<file path="src/rtl/aes_mode_engine.sv">
// aes_mode_engine: ECB/CBC/CTR block-cipher mode wrapper between word streams and an external cipher core
module aes_mode_engine #(
    parameter int STREAM_W = 32,
    parameter int BLOCK_W  = 128,
    parameter int CNT_W    = 16
) (
    input  logic                  clk_i,
    input  logic                  rst_i,
    input  logic                  clear_i,
    input  logic                  start_i,
    input  logic [1:0]            mode_i,
    input  logic [CNT_W-1:0]      len_i,
    input  logic [BLOCK_W-1:0]    iv_i,
    input  logic                  iv_load_i,
    input  logic [STREAM_W-1:0]   in_data_i,
    input  logic                  in_valid_i,
    output logic                  in_ready_o,
    input  logic [STREAM_W-1:0]   key_data_i,
    input  logic                  key_valid_i,
    output logic                  key_ready_o,
    output logic [STREAM_W-1:0]   out_data_o,
    output logic                  out_valid_o,
    input  logic                  out_ready_i,
    output logic [STREAM_W/8-1:0] out_strb_o,
    output logic                  cph_ld_o,
    output logic [BLOCK_W-1:0]    cph_key_o,
    output logic [BLOCK_W-1:0]    cph_text_o,
    input  logic                  cph_done_i,
    input  logic [BLOCK_W-1:0]    cph_text_i,
    output logic                  busy_o,
    output logic                  done_o,
    output logic [CNT_W-1:0]      blk_cnt_o
);
    localparam int NW   = BLOCK_W / STREAM_W;
    localparam int WC_W = (NW > 1) ? $clog2(NW) : 1;

    typedef enum logic [2:0] {S_IDLE, S_KEY, S_COLLECT, S_LOAD, S_CIPHER, S_DRAIN} state_t;

    state_t               r_state, w_next;
    logic [1:0]           r_mode;
    logic [CNT_W-1:0]     r_len, r_blk_cnt;
    logic [BLOCK_W-1:0]   r_iv, r_key, r_pt, r_chain, r_ctr, r_res;
    logic [WC_W-1:0]      r_wcnt;
    logic                 r_done;
    logic                 w_rst, w_start, w_key_hs, w_in_hs, w_out_hs, w_cph_hit;
    logic                 w_last_word, w_last_blk, w_cbc, w_ctr;

    assign w_rst       = rst_i | clear_i;
    assign w_start     = start_i && r_state == S_IDLE;
    assign w_key_hs    = key_valid_i & key_ready_o;
    assign w_in_hs     = in_valid_i & in_ready_o;
    assign w_out_hs    = out_valid_o & out_ready_i;
    assign w_cph_hit   = cph_done_i && r_state == S_CIPHER;
    assign w_last_word = r_wcnt == WC_W'(NW - 1);
    assign w_last_blk  = (r_blk_cnt + CNT_W'(1)) == r_len;
    assign w_cbc       = r_mode == 2'd1;
    assign w_ctr       = r_mode == 2'd2;

    assign out_data_o  = r_res[BLOCK_W-1 -: STREAM_W];
    assign out_strb_o  = '1;
    assign cph_key_o   = r_key;
    assign cph_text_o  = w_ctr ? r_ctr : w_cbc ? (r_pt ^ r_chain) : r_pt;
    assign busy_o      = r_state != S_IDLE;
    assign done_o      = r_done;
    assign blk_cnt_o   = r_blk_cnt;

    // State register; clear aborts any job back to idle
    always_ff @(posedge clk_i) begin
        if (w_rst) r_state <= S_IDLE;
        else       r_state <= w_next;
    end

    // Next-state decode and per-state handshake enables
    always_comb begin
        w_next      = r_state;
        key_ready_o = 1'b0;
        in_ready_o  = 1'b0;
        out_valid_o = 1'b0;
        cph_ld_o    = 1'b0;
        case (r_state)
            S_IDLE:    if (start_i) w_next = (len_i == '0) ? S_IDLE : S_KEY;
            S_KEY: begin
                key_ready_o = 1'b1;
                if (key_valid_i && w_last_word) w_next = S_COLLECT;
            end
            S_COLLECT: begin
                in_ready_o = 1'b1;
                if (in_valid_i && w_last_word) w_next = S_LOAD;
            end
            S_LOAD: begin
                cph_ld_o = 1'b1;
                w_next   = S_CIPHER;
            end
            S_CIPHER:  if (cph_done_i) w_next = S_DRAIN;
            S_DRAIN: begin
                out_valid_o = 1'b1;
                if (out_ready_i && w_last_word) w_next = w_last_blk ? S_IDLE : S_COLLECT;
            end
            default:   w_next = S_IDLE;
        endcase
    end

    // IV survives soft clear and persists across jobs
    always_ff @(posedge clk_i) begin
        if (rst_i)                               r_iv <= '0;
        else if (iv_load_i && r_state == S_IDLE) r_iv <= iv_i;
    end

    // Datapath: word packing, mode chaining, result unpacking and block counting
    always_ff @(posedge clk_i) begin
        if (w_rst) begin
            r_mode    <= '0;
            r_len     <= '0;
            r_blk_cnt <= '0;
            r_key     <= '0;
            r_pt      <= '0;
            r_chain   <= '0;
            r_ctr     <= '0;
            r_res     <= '0;
            r_wcnt    <= '0;
            r_done    <= 1'b0;
        end else begin
            r_done <= 1'b0;
            if (w_start) begin
                r_mode    <= mode_i;
                r_len     <= len_i;
                r_blk_cnt <= '0;
                r_chain   <= r_iv;
                r_ctr     <= r_iv;
                r_wcnt    <= '0;
                r_done    <= len_i == '0;
            end
            if (w_key_hs) r_key <= (r_key << STREAM_W) | BLOCK_W'(key_data_i);
            if (w_in_hs)  r_pt  <= (r_pt << STREAM_W) | BLOCK_W'(in_data_i);
            if (w_key_hs || w_in_hs || w_out_hs) r_wcnt <= w_last_word ? '0 : r_wcnt + WC_W'(1);
            if (w_cph_hit) begin
                r_res  <= w_ctr ? (cph_text_i ^ r_pt) : cph_text_i;
                r_wcnt <= '0;
                if (w_cbc) r_chain <= cph_text_i;
                if (w_ctr) r_ctr <= r_ctr + BLOCK_W'(1);
            end
            if (w_out_hs) begin
                r_res <= r_res << STREAM_W;
                if (w_last_word) begin
                    r_blk_cnt <= r_blk_cnt + CNT_W'(1);
                    r_done    <= w_last_blk;
                end
            end
        end
    end
endmodule

</file>
<file path="config.mk">
export PLATFORM = sky130hd
export DESIGN_NAME = aes_mode_engine
export DESIGN_NICKNAME = d
export VERILOG_FILES = /design/src/rtl/aes_mode_engine.sv
export SDC_FILE = /design/constraint.sdc
export NUM_CORES = 2
export LEC_CHECK = 0
export BUFFER_PORTS_ARGS = -buffer_cell sky130_fd_sc_hd__buf_2
export CAP_MARGIN = 25
export CORE_MARGIN = 1.5
export CORE_UTILIZATION = 51
export DETAILED_ROUTE_END_ITERATION = 8
export GPL_ROUTABILITY_DRIVEN = 1
export PLACE_DENSITY = 0.76
export RECOVER_POWER = 100
export SYNTH_ARGS = -nofsm -noshare
export SYNTH_HDL_FRONTEND = slang
export SYNTH_SLANG_ARGS = --single-unit
</file>
<file path="constraint.sdc">
create_clock -name clk_i -period 2.3 [get_ports clk_i]
set_input_delay 0.345 -clock clk_i [delete_from_list [all_inputs] [get_ports clk_i]]
set_output_delay 0.345 -clock clk_i [all_outputs]
set_load 0.02 [all_outputs]
</file>
==> impl_metrics.tcl <==
set metrics [dict create \
    reg2reg_depth 7 \
    yosysUniqueCellTypes 73 \
    yosys.area_share.simple 0.236 \
    antenna_found_initial 12 \
    drtIter0Drc 6499 \
    antenna_left 0 \
    holdPathEnd "r_chain[34]$_SDFF_PP0_" \
    cts_inserted_buffers 88 \
    ir_drop_v 0.000703 \
    synthTopCellsByCount "nand2_1 (1544), dfxtp_1 (808), a21oi_1 (706)" \
    cp.arrival_ns 2.33 \
    area_delta_synth_final_pct 46.0 \
    reg2reg_to "r_pt[71]$_SDFFE_PP0P_" \
    path_depth 8 \
    cts_tree "done" \
    synth_edf_count 0 \
    worst-path-buf-inv 4 \
    die_height_um 279 \
    ys.flop_type "dfxtp_1" \
    clock_latency_ns 0.69 \
    synth_most_common_cell "nand2_1" \
    required_ns 1.96 \
    cpPeakStageDelay_ns 0.37 \
    syn_inst 5244 \
    tns_ns -75.61 \
    maxSlewHeadroom 0.389 \
    p_total_mw 32.8 \
    cts_root_buffer "clkbuf_16" \
    fp.coreArea_um2 75800 \
    post-route-period-util 1.17 \
    synth_area_leaders "dfxtp_1 (42%), nand2_1 (15%), a21oi_1 (9.1%)" \
    crit_fanout 7 \
    synthXorXnorAreaFrac 0.0656 \
    wirelength_mm 204 \
    portBuffers 656 \
    post-place-ws_ns -0.682 \
    worstHoldStart "cph_text_i[34]" \
    synth_top_family_by_area "simple AND/OR/NAND/NOR gates" \
    rsz0062_at_grt "true" \
    fin_nets 6795 \
    pwr_density_cell_nw_per_um2 577 \
    syn_area_per_cell_um2 7.43 \
    vias 47564 \
    critPathCaptureType "output port" \
    synth_compound_area_frac 0.198 \
    num_io_pins 661 \
    worst_slack_ns -0.380 \
    grt_pass1_vias 42729 \
    die_w_um 279 \
    cts_max_level 3 \
    synth_top_area_share 0.415 \
    power_leakage_nw 21.7 \
    gp_congestion 1.04 \
    r2r_slack_ns -0.33 \
    dieArea_um2 78100 \
    num_rows 101 \
    cts.clk_slew.worst_paths_ns 0.06 \
    drc_errors 1 \
    finalMaxSlewViolations 0 \
    synthAdderAreaFrac 0.000963 \
    clkSinkCount 808 \
    synth_seq_cells 808 \
    yosys.area.top_type "dfxtp_1" \
    finClkSkew_ns 0.0431 \
    violations "design-rule violations, negative setup slack" \
    drt-vias-per-instance 6.35 \
    worstPathCellList "buf_12, buf_16, clkbuf_16, nand2_2, xnor2_1, nor2_1, a21oi_2, buf_6" \
    nFillCells 5622 \
    synth_area_um2 39000 \
    wire_per_inst_um 27.3 \
    hold_class "input port to flip-flop" \
    synth_mux_area_frac 0.0360 \
    worstMarginPinSlew_ns 0.916 \
    dpl.hpwl_mm 137 \
    rr_startpoint "r_state[2]$_SDFFE_PP0P_" \
    initial_core_util 0.514 \
    whs_path_depth 3 \
    slowest_stage "dfxtp_4" \
    start_kind "flip-flop" \
    status "finished, violations left" \
    drtPass1Iterations 9 \
    grtUsageTotal 0.476 \
    synth_warnings 0 \
    grt_max_degree 105 \
    fmax_mhz 373 \
    async_reset_ff_frac 0 \
    max_cap_violations 0 \
    drive_gt1_frac 0.277 \
    setup_viol 616 \
    setup.worst_path.class "flip-flop to output port" \
    cts_buffer_depth 3 \
    critPathTopFamily "buffers and inverters" \
    min_period_ns 2.68 \
    grt_pass1_wl_mm 279 \
    seq_area_frac_synth 0.415 \
    grt.overflow.total 0 \
    finalHoldViolCount 0 \
]
==> registers in the layout, indices dropped and copies added (netlist names) <==
signal / cells
done_o: 1
r_ctr: 128
r_state: 3
r_chain: 128
r_iv: 128
cph_key_o: 128
r_pt: 128
r_mode: 2
blk_cnt_o: 16
r_wcnt: 2
r_res: 128
r_len: 16
==> where the power goes <==
group / total [mW] / switching, mW / internal (mW) / leakage [nW]
logic: 3.83 / 2.32 / 1.51 / 13.7
clock network: 14.5 / 6.36 / 8.16 / 1.42
registers: 14.5 / 0.227 / 14.2 / 6.56
==> through the flow <==
| stage | hold WS (ns) | util | area (um2) | std cells |
|---|---|---|---|---|
| floorplan | 0.432 | - | 39100 | 5247 |
| global placement | 0.440 | 0.616 | 46700 | 6986 |
| global route | 0.0231 | 0.750 | 56900 | 7491 |
| CTS | 0.00132 | 0.715 | 54200 | 7423 |
| finish | 0.0175 | 0.750 | 56900 | 7494 |
| detailed placement | 0.444 | 0.616 | 46700 | 6986 |
==> worst max path at each step <==
| stage | slack (ns) | endpoint | start |
|---|---|---|---|
| 2_1_floorplan | -0.03 | r_ctr[108]$_SDFF_PP0_ | r_ctr[39]$_SDFF_PP0_ |
| 3_3_place_gp | -0.69 | r_ctr[105]$_SDFF_PP0_ | r_ctr[9]$_SDFF_PP0_ |
| 3_5_place_dp | -0.68 | r_ctr[105]$_SDFF_PP0_ | r_ctr[9]$_SDFF_PP0_ |
| 4_1_cts | -0.29 | cph_text_o[115] | r_mode[0]$_SDFFE_PP0P_ |
| 5_1_grt | -0.41 | cph_text_o[58] | r_mode[0]$_SDFFE_PP0P_ |
| 6_report | -0.38 | cph_text_o[58] | r_mode[0]$_SDFFE_PP0P_ |
==> logic make-up after synthesis <==
kind of cell	Yosys count
AO/OA/AOI/OAI	1335
XOR/XNOR	292
adder cells (fa/ha/maj)	3
buffers and inverters	464
flip-flops	808
multiplexers	139
other	1
AND/OR/NAND/NOR	2202
==> metal layers <==
metal / up-vias / share of wire / global-route usage
met5: - / 0.00043 / 0
met4: 12 / 0.090 / 0.323
met3: 1036 / 0.13 / 0.112
met2: 3915 / 0.42 / 0.723
met1: 22244 / 0.36 / 0.601
li1: 20357 / - / -
==> layout by cell type, fill, tap and decap left out, types with 23 or more instances in the layout <==
master         count
dfxtp_2           28
nand3_1           58
o21ai_0          164
buf_4            536
dlygate4sd3_1    221
a31oi_1          167
mux2i_2           24
buf_2            350
a211oi_1          42
mux2i_1           91
a21oi_2          111
nand2_1         1425
a21oi_1          593
a22oi_1           96
clkbuf_1         209
nand2_2           40
nor3_1            23
xnor2_2           78
nand4_1           66
buf_12            57
nor2_1           281
nand2_4           79
buf_16            26
dfxtp_1          775
a311oi_1          44
xnor2_1          164
buf_6            137
clkbuf_16        106
xor2_1            48
and3_1            24
==> final cells by class <==
class	count	area, um2	share of cell area
clock inverters	26	364	0.00640
diodes	3	7.51	0.000132
inverters	18	67.6	0.00119
repair buffers	1554	12800	0.225
flip-flops and latches	808	16200	0.285
well taps	978	1220	0.0215
clock buffers	132	2540	0.0446
multi-input cells	3975	23700	0.416
==> worst reg2reg max path: cells and delay by family (launching register included) <==
family	cells	cell delay (ns)
flops	1	0.35
compound gates	1	0.26
buf+inv	3	0.71
simple gates	3	1.22
==> what timing repair did <==
item,4_1_cts,5_1_grt
hold buffers,221,0
gates resized for setup,417,519
setup endpoints to repair,241,255
buffers inserted,41,58
pin swaps,98,247
gates cloned,18,18
endpoints found under the hold margin,221,0
No activity file was read; power rests on OpenSTA's default activity.
